--- src/rtl/dcache_controller.sv ---
// Direct-mapped write-back, write-allocate byte cache.
// The CPU and the memory both see a read/write/busywait handshake.
module dcache_controller #(
   parameter int NUM_BLOCKS  = 8,
   parameter int BLOCK_BYTES = 4,
   parameter int ADDR_W      = 8
) (
   input  logic              clock,
   input  logic              reset,
   input  logic              cpu_read,
   input  logic              cpu_write,
   input  logic [ADDR_W-1:0] cpu_address,
   input  logic [7:0]        cpu_writedata,
   output logic [7:0]        cpu_readdata,
   output logic              cpu_busywait,
   output logic              mem_read,
   output logic              mem_write,
   output logic [ADDR_W-1:0] mem_address,
   output logic [7:0]        mem_writedata,
   input  logic [7:0]        mem_readdata,
   input  logic              mem_busywait
);

   localparam int IDX_W = $clog2(NUM_BLOCKS);
   localparam int OFF_W = $clog2(BLOCK_BYTES);
   localparam int TAG_W = ADDR_W - IDX_W - OFF_W;
   localparam logic [OFF_W-1:0] LAST = OFF_W'(BLOCK_BYTES - 1);

   typedef enum logic [1:0] {IDLE, WB, FETCH, UPDATE} state_t;

   state_t            state_q, state_d;
   logic [OFF_W-1:0]  cnt_q, cnt_d;
   logic              gap_q, gap_d;
   logic              rd_q, rd_d, wr_q, wr_d;
   logic [ADDR_W-1:0] addr_q, addr_d;
   logic [7:0]        wdata_q, wdata_d;
   logic [TAG_W-1:0]  mtag_q, mtag_d;
   logic [IDX_W-1:0]  midx_q, midx_d;

   logic [NUM_BLOCKS-1:0] valid_q, dirty_q;
   logic [TAG_W-1:0]      tag_q  [NUM_BLOCKS];
   logic [7:0]            data_q [NUM_BLOCKS][BLOCK_BYTES];
   logic [7:0]            fill_q [BLOCK_BYTES];

   logic [TAG_W-1:0] tag_w;
   logic [IDX_W-1:0] idx_w;
   logic [OFF_W-1:0] off_w;
   logic             access, hit, done, upd, hit_wr;

   assign tag_w  = cpu_address[ADDR_W-1 -: TAG_W];
   assign idx_w  = cpu_address[OFF_W +: IDX_W];
   assign off_w  = cpu_address[OFF_W-1:0];
   assign access = cpu_read ^ cpu_write;
   assign hit    = valid_q[idx_w] && (tag_q[idx_w] == tag_w);

   assign cpu_busywait  = (state_q != IDLE) || (access && !hit);
   assign cpu_readdata  = (cpu_read && hit) ? data_q[idx_w][off_w] : 8'h00;
   assign mem_read      = rd_q;
   assign mem_write     = wr_q;
   assign mem_address   = addr_q;
   assign mem_writedata = wdata_q;

   always_comb begin
      state_d = state_q;
      cnt_d   = cnt_q;
      gap_d   = gap_q;
      rd_d    = rd_q;
      wr_d    = wr_q;
      addr_d  = addr_q;
      wdata_d = wdata_q;
      mtag_d  = mtag_q;
      midx_d  = midx_q;
      done    = 1'b0;
      upd     = 1'b0;
      hit_wr  = 1'b0;
      unique case (state_q)
         IDLE: begin
            if (access && !hit) begin
               mtag_d = tag_w;
               midx_d = idx_w;
               cnt_d  = '0;
               gap_d  = 1'b0;
               if (valid_q[idx_w] && dirty_q[idx_w]) begin
                  state_d = WB;
                  wr_d    = 1'b1;
                  addr_d  = {tag_q[idx_w], idx_w, {OFF_W{1'b0}}};
                  wdata_d = data_q[idx_w][0];
               end else begin
                  state_d = FETCH;
                  rd_d    = 1'b1;
                  addr_d  = {tag_w, idx_w, {OFF_W{1'b0}}};
               end
            end else if (access && cpu_write) begin
               hit_wr = 1'b1;
            end
         end
         WB, FETCH: begin
            if (gap_q) begin
               // Re-raise the request after a one-cycle low gap.
               gap_d = 1'b0;
               rd_d  = (state_q == FETCH);
               wr_d  = (state_q == WB);
               if (state_q == WB) begin
                  addr_d  = {tag_q[midx_q], midx_q, cnt_q};
                  wdata_d = data_q[midx_q][cnt_q];
               end else begin
                  addr_d = {mtag_q, midx_q, cnt_q};
               end
            end else if ((rd_q || wr_q) && !mem_busywait) begin
               done  = 1'b1;
               rd_d  = 1'b0;
               wr_d  = 1'b0;
               gap_d = 1'b1;
               cnt_d = cnt_q + 1'b1;
               if (cnt_q == LAST)
                  state_d = (state_q == WB) ? FETCH : UPDATE;
            end
         end
         UPDATE: begin
            upd     = 1'b1;
            state_d = IDLE;
         end
         default: state_d = IDLE;
      endcase
   end

   always_ff @(posedge clock or posedge reset) begin
      if (reset) begin
         state_q <= IDLE;
         cnt_q   <= '0;
         gap_q   <= 1'b0;
         rd_q    <= 1'b0;
         wr_q    <= 1'b0;
         addr_q  <= '0;
         wdata_q <= '0;
         mtag_q  <= '0;
         midx_q  <= '0;
         valid_q <= '0;
         dirty_q <= '0;
      end else begin
         state_q <= state_d;
         cnt_q   <= cnt_d;
         gap_q   <= gap_d;
         rd_q    <= rd_d;
         wr_q    <= wr_d;
         addr_q  <= addr_d;
         wdata_q <= wdata_d;
         mtag_q  <= mtag_d;
         midx_q  <= midx_d;
         if (upd) begin
            valid_q[midx_q] <= 1'b1;
            dirty_q[midx_q] <= 1'b0;
         end
         if (hit_wr)
            dirty_q[idx_w] <= 1'b1;
      end
   end

   // Line storage carries no reset; valid bits gate its use.
   always_ff @(posedge clock) begin
      if (done && state_q == FETCH)
         fill_q[cnt_q] <= mem_readdata;
      if (upd) begin
         tag_q[midx_q] <= mtag_q;
         for (int k = 0; k < BLOCK_BYTES; k++)
            data_q[midx_q][k] <= fill_q[k];
      end
      if (hit_wr)
         data_q[idx_w][off_w] <= cpu_writedata;
   end

endmodule

--- config.mk ---
export PLATFORM = sky130hd
export DESIGN_NAME = dcache_controller
export DESIGN_NICKNAME = d
export VERILOG_FILES = /design/src/rtl/dcache_controller.sv
export SDC_FILE = /design/constraint.sdc
export NUM_CORES = 1
export LEC_CHECK = 0
export ABC_AREA = 1
export CAP_MARGIN = 20
export CORE_MARGIN = 5
export CORE_UTILIZATION = 56
export CTS_CLUSTER_SIZE = 12
export DETAILED_ROUTE_END_ITERATION = 8
export DONT_BUFFER_PORTS = 1
export PLACE_DENSITY = 0.73
export SLEW_MARGIN = 10
export SYNTH_ARGS = -nofsm -noshare
export SYNTH_HDL_FRONTEND = slang
export SYNTH_SLANG_ARGS = --single-unit
--- constraint.sdc ---
create_clock -name clock -period 5.95 [get_ports clock]
set_input_delay 0.8925 -clock clock [delete_from_list [all_inputs] [get_ports clock]]
set_output_delay 0.8925 -clock clock [all_outputs]
set_load 0.03 [all_outputs]
== After elaboration in Yosys (flattened, before gate mapping) ==
Memory sizes are Yosys's and may differ from the RTL's.
Index checks and enable logic that the tools add are counted.

* Register bits after elaboration: 45
* Bits in writable memories: 312
* Input bits: 29
* Output and inout bits: 27
* Memories: 3

* Add/subtract/negate cells: 1
* Order comparisons: 7
* Equality and inequality tests: 14
* Muxes and demuxes: 67
* Bitwise logic cells: 7
* Reduce and logical (&&, ||, !) cells: 27

{| class="wikitable"
|+ Memories
! name !! words !! width !! read ports !! clocked after memory_dff !! write ports !! RTL line !! RTL
|-
| data_q || 8 || 32 || 2 || 0 || 1 || 42 || <nowiki>logic [7:0] data_q [NUM_BLOCKS][BLOCK_BYTES];</nowiki>
|-
| fill_q || 4 || 8 || 4 || 0 || 1 || 43 || <nowiki>logic [7:0] fill_q [BLOCK_BYTES];</nowiki>
|-
| tag_q || 8 || 3 || 2 || 0 || 1 || 41 || <nowiki>logic [TAG_W-1:0] tag_q [NUM_BLOCKS];</nowiki>
|}

{| class="wikitable"
|+ Operators with widths
! kind !! count
|-
| $mux W8 || 16
|-
| $mux W32 || 3
|-
| $bmux W8 S2 || 2
|-
| $pmux W8 S2 || 2
|-
| $reduce_or A32 Y1 || 1
|-
| $mux W1 || 25
|-
| $demux W8 S2 || 1
|-
| $mux W2 || 8
|-
| $ne A2 B2 Y1 const B || 8
|-
| $or A8 B8 Y8 || 2
|-
| $reduce_and A4 Y1 || 4
|-
| $logic_and A1 B1 Y1 || 10
|-
| $and A8 B8 Y8 || 1
|-
| $lt A3 B4 Y1 const B || 2
|-
| $not A8 Y8 || 1
|-
| $bmux W1 S3 || 2
|-
| $demux W1 S3 || 2
|-
| $eq A2 B2 Y1 const B || 3
|-
| $ge A3 B1 Y1 const B || 2
|-
| $ge A3 B3 Y1 const B || 2
|-
| $not A2 Y3 || 2
|-
| $pmux W1 S2 || 3
|-
| $pmux W2 S3 || 1
|-
| $reduce_and A5 Y1 || 1
|-
| other kinds (15) || 19
|}

== Depth between registers and ports, before layout ==
* Word-level depth: 11
* Depth in mapped cells: 19
* Depth with buffers taken out: 17

== Worst setup path after synthesis ==
No wires, ideal clock.

* Path kind: input-to-output
* Start: input port cpu_address[2]
* End: output port cpu_readdata[1]
* Arrival: 3.095 ns
* Data required time: 5.058 ns
* Slack: 1.962 ns
* Cell stages on the path: 10
* Buffers on the path: 4
* Cells stage by stage: inv_1 -> buf_2 -> buf_2 -> buf_2 -> buf_1 -> a21oi_1 -> o21ai_0 -> o2111a_1 -> o22ai_1 -> nor4_1

* Longest elaborated chain between the ends: 5
* Elaborated cells on any way between the ends: 11

{| class="wikitable"
|+ RTL lines
! what !! RTL line !! RTL
|-
| start: declaration || 12 || <nowiki>input logic [ADDR_W-1:0] cpu_address,</nowiki>
|-
| $mem_v2 Z8 W32 (tied with other cells) || - ||
|-
| $bmux W8 S2 (tied with other cells) || 57 || <nowiki>assign cpu_readdata = (cpu_read && hit) ? data_q[idx_w][off_w] : 8'h00;</nowiki>
|-
| $mux W8 (not written as such) or $logic_and A1 B1 Y1 (tied branches) || 57, 54 ||
|-
| $mux W8 (not written as such) or $logic_and A1 B1 Y1 (tied branches) || 57 ||
|-
| $mux W8 * || 57 ||
|-
| end: declaration || 14 || <nowiki>output logic [7:0] cpu_readdata,</nowiki>
|}

Every way passes the cells marked *; elsewhere a longest branch is shown, timed or not. The select of a mux whose other input is x is not followed.

== Worst setup path after layout ==
* Start: input port cpu_address[3]
* End: output port cpu_readdata[6]

The elaborated chain is that of the path after synthesis.

==> flow_summary.yaml <==
yosys:
  ys_ff_latch: 357
  syn_inst: 1777
  synth_area_mm2: 0.01727
  synth.avg_cell_area_um2: 9.720
  ys_seq_area_share_pct: 60.76
  synth.distinct_cells: 41
  syn-num-nets: 1816
  ys.warnings.count: 0
pwr:
  p_per_area_mw_per_mm2: 461.2
  combPwrFrac_pct: 33.0
  power_frac_seq_pct: 40.3
  leakagePower_nw: 7.116
  p_switching_w: 0.003427
  clkPwrFrac_pct: 26.7
  internal_power_w: 0.005203
  peakVddDrop_uv: 280.3
  swShare_pct: 39.71
placement:
  dpl.hpwl_um: 34620
  place_congestion: 0.9831
  pre_cts_slack_ns: 1.321
  portBuffers: 0
sta:
  rsz0062_at_grt: "false"
  final_max_slew_viol_count: 0
  setup_viol: 0
  finalSetupTns_ns: 0
  tightest_slew_ns: 1.093
  relSlewSlack_pct: 26.86
  fin_crit_sh_pct: 78.00
  max_freq_mhz: 215.5
  setup_ws_ns: 1.309
  final.setup_skew_ns: 0.01956
  final_hold_viol_count: 0
  finalCriticalPeriod_ns: 4.641
setup_path:
  critPathCaptureType: "output port"
  critical_path_arrival_ns: 3.75
  path_class: "in2out"
  rr_worst_depth: 15
  required_ns: 5.06
  path_max_fanout: 23
  start_kind: "input pin"
final_layout:
  fill_cells: 2432
  layout_common_cells: "nand2_1, edfxtp_1, o21ai_0, a21oi_1, inv_1"
  nNetsFinal: 1770
  syn_to_final_growth_pct: 8.338
  drive_above_1_share_pct: 7.179
  layout_commonest_cell: "nand2_1"
clocking:
  clkTransAtPathRegs_ns: 0.06
  post_cts_resized: 0
  cts_tree: "done"
  cts_setup_buffers: 0
  numCtsBuffers: 40
  hold_buffers: 0
  htreeDepth: 2
  cts-root-buf: "clkbuf_16"
  cts_sinks: 357
  clock_path_buffers: 3
  clock_latency_ns: 0.53
floorplan:
  rows: 64
  core_mm2: 0.03051
  fp.dieW_um: 185.6
  pin_count: 56
  die_h_um: 185.6
  dieArea_mm2: 0.03445
  start_util_pct: 56.61
routing:
  drc: 0
  drt_iter0_markers: 1927
  dr.pass1.iters: 9
  wl_per_cell_um: 24.09
  ant_nets: 0
  avgViaCountPerCell: 6.401
  vias: 13780
  drt-total-wl_um: 51870
global_route:
  antenna_found_initial: 1
  grt_pass1_vias: 13040
  grt_usage_pct: 29.69
  grt_max_degree: 174
  grt.overflow.total: 0
  grt_pass1_wl_um: 76070
run:
  maxCapViolations: 0
outcome:
  status: "finished clean"
worst_hold_path:
  min_path_type: "in2async"
[logic make-up after synthesis]
family / synth area share (%)
AND/OR/NAND/NOR: 14.89
flip-flops: 60.77
adder cells (fa/ha/maj): 0.7244
AO/OA/AOI/OAI: 17.19
buffers and inverters: 6.433
[power by group through the flow]
| stage | clock network [W] | registers [W] | logic (W) |
|---|---|---|---|
| 2_1_floorplan | 0 | 0.00340 | 0.00188 |
| 3_3_place_gp | 0 | 0.00351 | 0.00270 |
| 3_5_place_dp | 0 | 0.00352 | 0.00273 |
| 4_1_cts | 0.00231 | 0.00347 | 0.00275 |
| 5_1_grt | 0.00241 | 0.00351 | 0.00305 |
| 6_report | 0.00230 | 0.00348 | 0.00285 |
[routing by layer]
metal	global-route usage (%)	part of all wire, %	up-vias	wire length, µm
li1	-	-	6134	-
met5	0	0	-	0
met4	15.04	6.0	0	3118
met2	45.42	43	1020	22530
met1	40.05	38	6413	19610
met3	7.055	13	214	6612
[layout make-up]
type,instances,area [µm²],share of cell area (%)
Clock inverter,17,138.9,0.7422
Antenna cell,2,5.005,0.02675
Sequential cell,357,10500,56.11
Multi-Input combinational cell,1142,5697,30.44
Inverter,171,655.6,3.504
Tap cell,396,495.5,2.648
Timing Repair Buffer,19,155.1,0.8292
Clock buffer,49,1066,5.697
[final timing paths]
check,startpoint,end,slack [ns]
max in group asynchronous,reset,midx_q[0],4.85
min in group clock,valid_q[1],valid_q[1],0.46
setup / recovery,cpu_address[3],cpu_readdata[6],1.31
hold / removal,reset,dirty_q[6],0.44
setup reg to reg,tag_q[4][2],data_q[1][7],2.36
hold reg to reg,valid_q[1],valid_q[1],0.46
[metrics by stage]
step | std cells | utilization (%) | cell area (µm²) | hold slack [ns] | power, W
after floorplan | 1777 | - | 17270 | 0.4276 | 0.005283
after global placement | 2085 | 57.37 | 17500 | 0.4406 | 0.006209
after detailed placement | 2085 | 57.37 | 17500 | 0.4474 | 0.006254
after CTS | 2151 | 61.31 | 18710 | 0.4566 | 0.008533
after global routing | 2151 | 61.31 | 18710 | 0.4541 | 0.008976
final | 2153 | 61.33 | 18710 | 0.4448 | 0.008630
[synthesized netlist by cell type, drive strengths merged]
cell type,count,area (µm²)
o21a,1,8.760
clkinv,5,31.28
o31ai,9,67.56
a221oi,3,26.28
o21ai,260,1301
o211ai,15,112.6
nand2,356,1394
nor4,5,31.28
nand3b,1,11.26
nor2,153,601.8
a211oi,1,7.510
a31oi,1,6.260
edfxtp,312,9369
a21oi,189,945.9
o2111a,5,56.30
o22ai,14,87.58
o2111ai,18,157.7
inv,166,623.1
a41oi,3,26.28
dfrtp,45,1126
o221ai,12,105.1
a32o,6,60.06
nand3,47,320.3
buf,36,190.2
clkbuf,71,266.5
nand4,28,181.4
ha,10,125.1
or2,5,31.28
[registers in the layout (all words and copies together), names as in the netlist, 8 cells and up]
signal	count
data_q	256
dirty_q	8
fill_q	32
mem_address	8
mem_writedata	8
tag_q	24
valid_q	8
[worst max-delay path: stages]
cell and delay (ns):
nor2_1 0.40, clkinv_1 0.68, buf_4 0.49, a21oi_1 0.14, o21ai_0 0.09, o21ai_0 0.08, nor2_1 0.10, nor2_1 0.11
a21oi_1 0.08, a21oi_1 0.66
(Power assumes the default switching activity.)
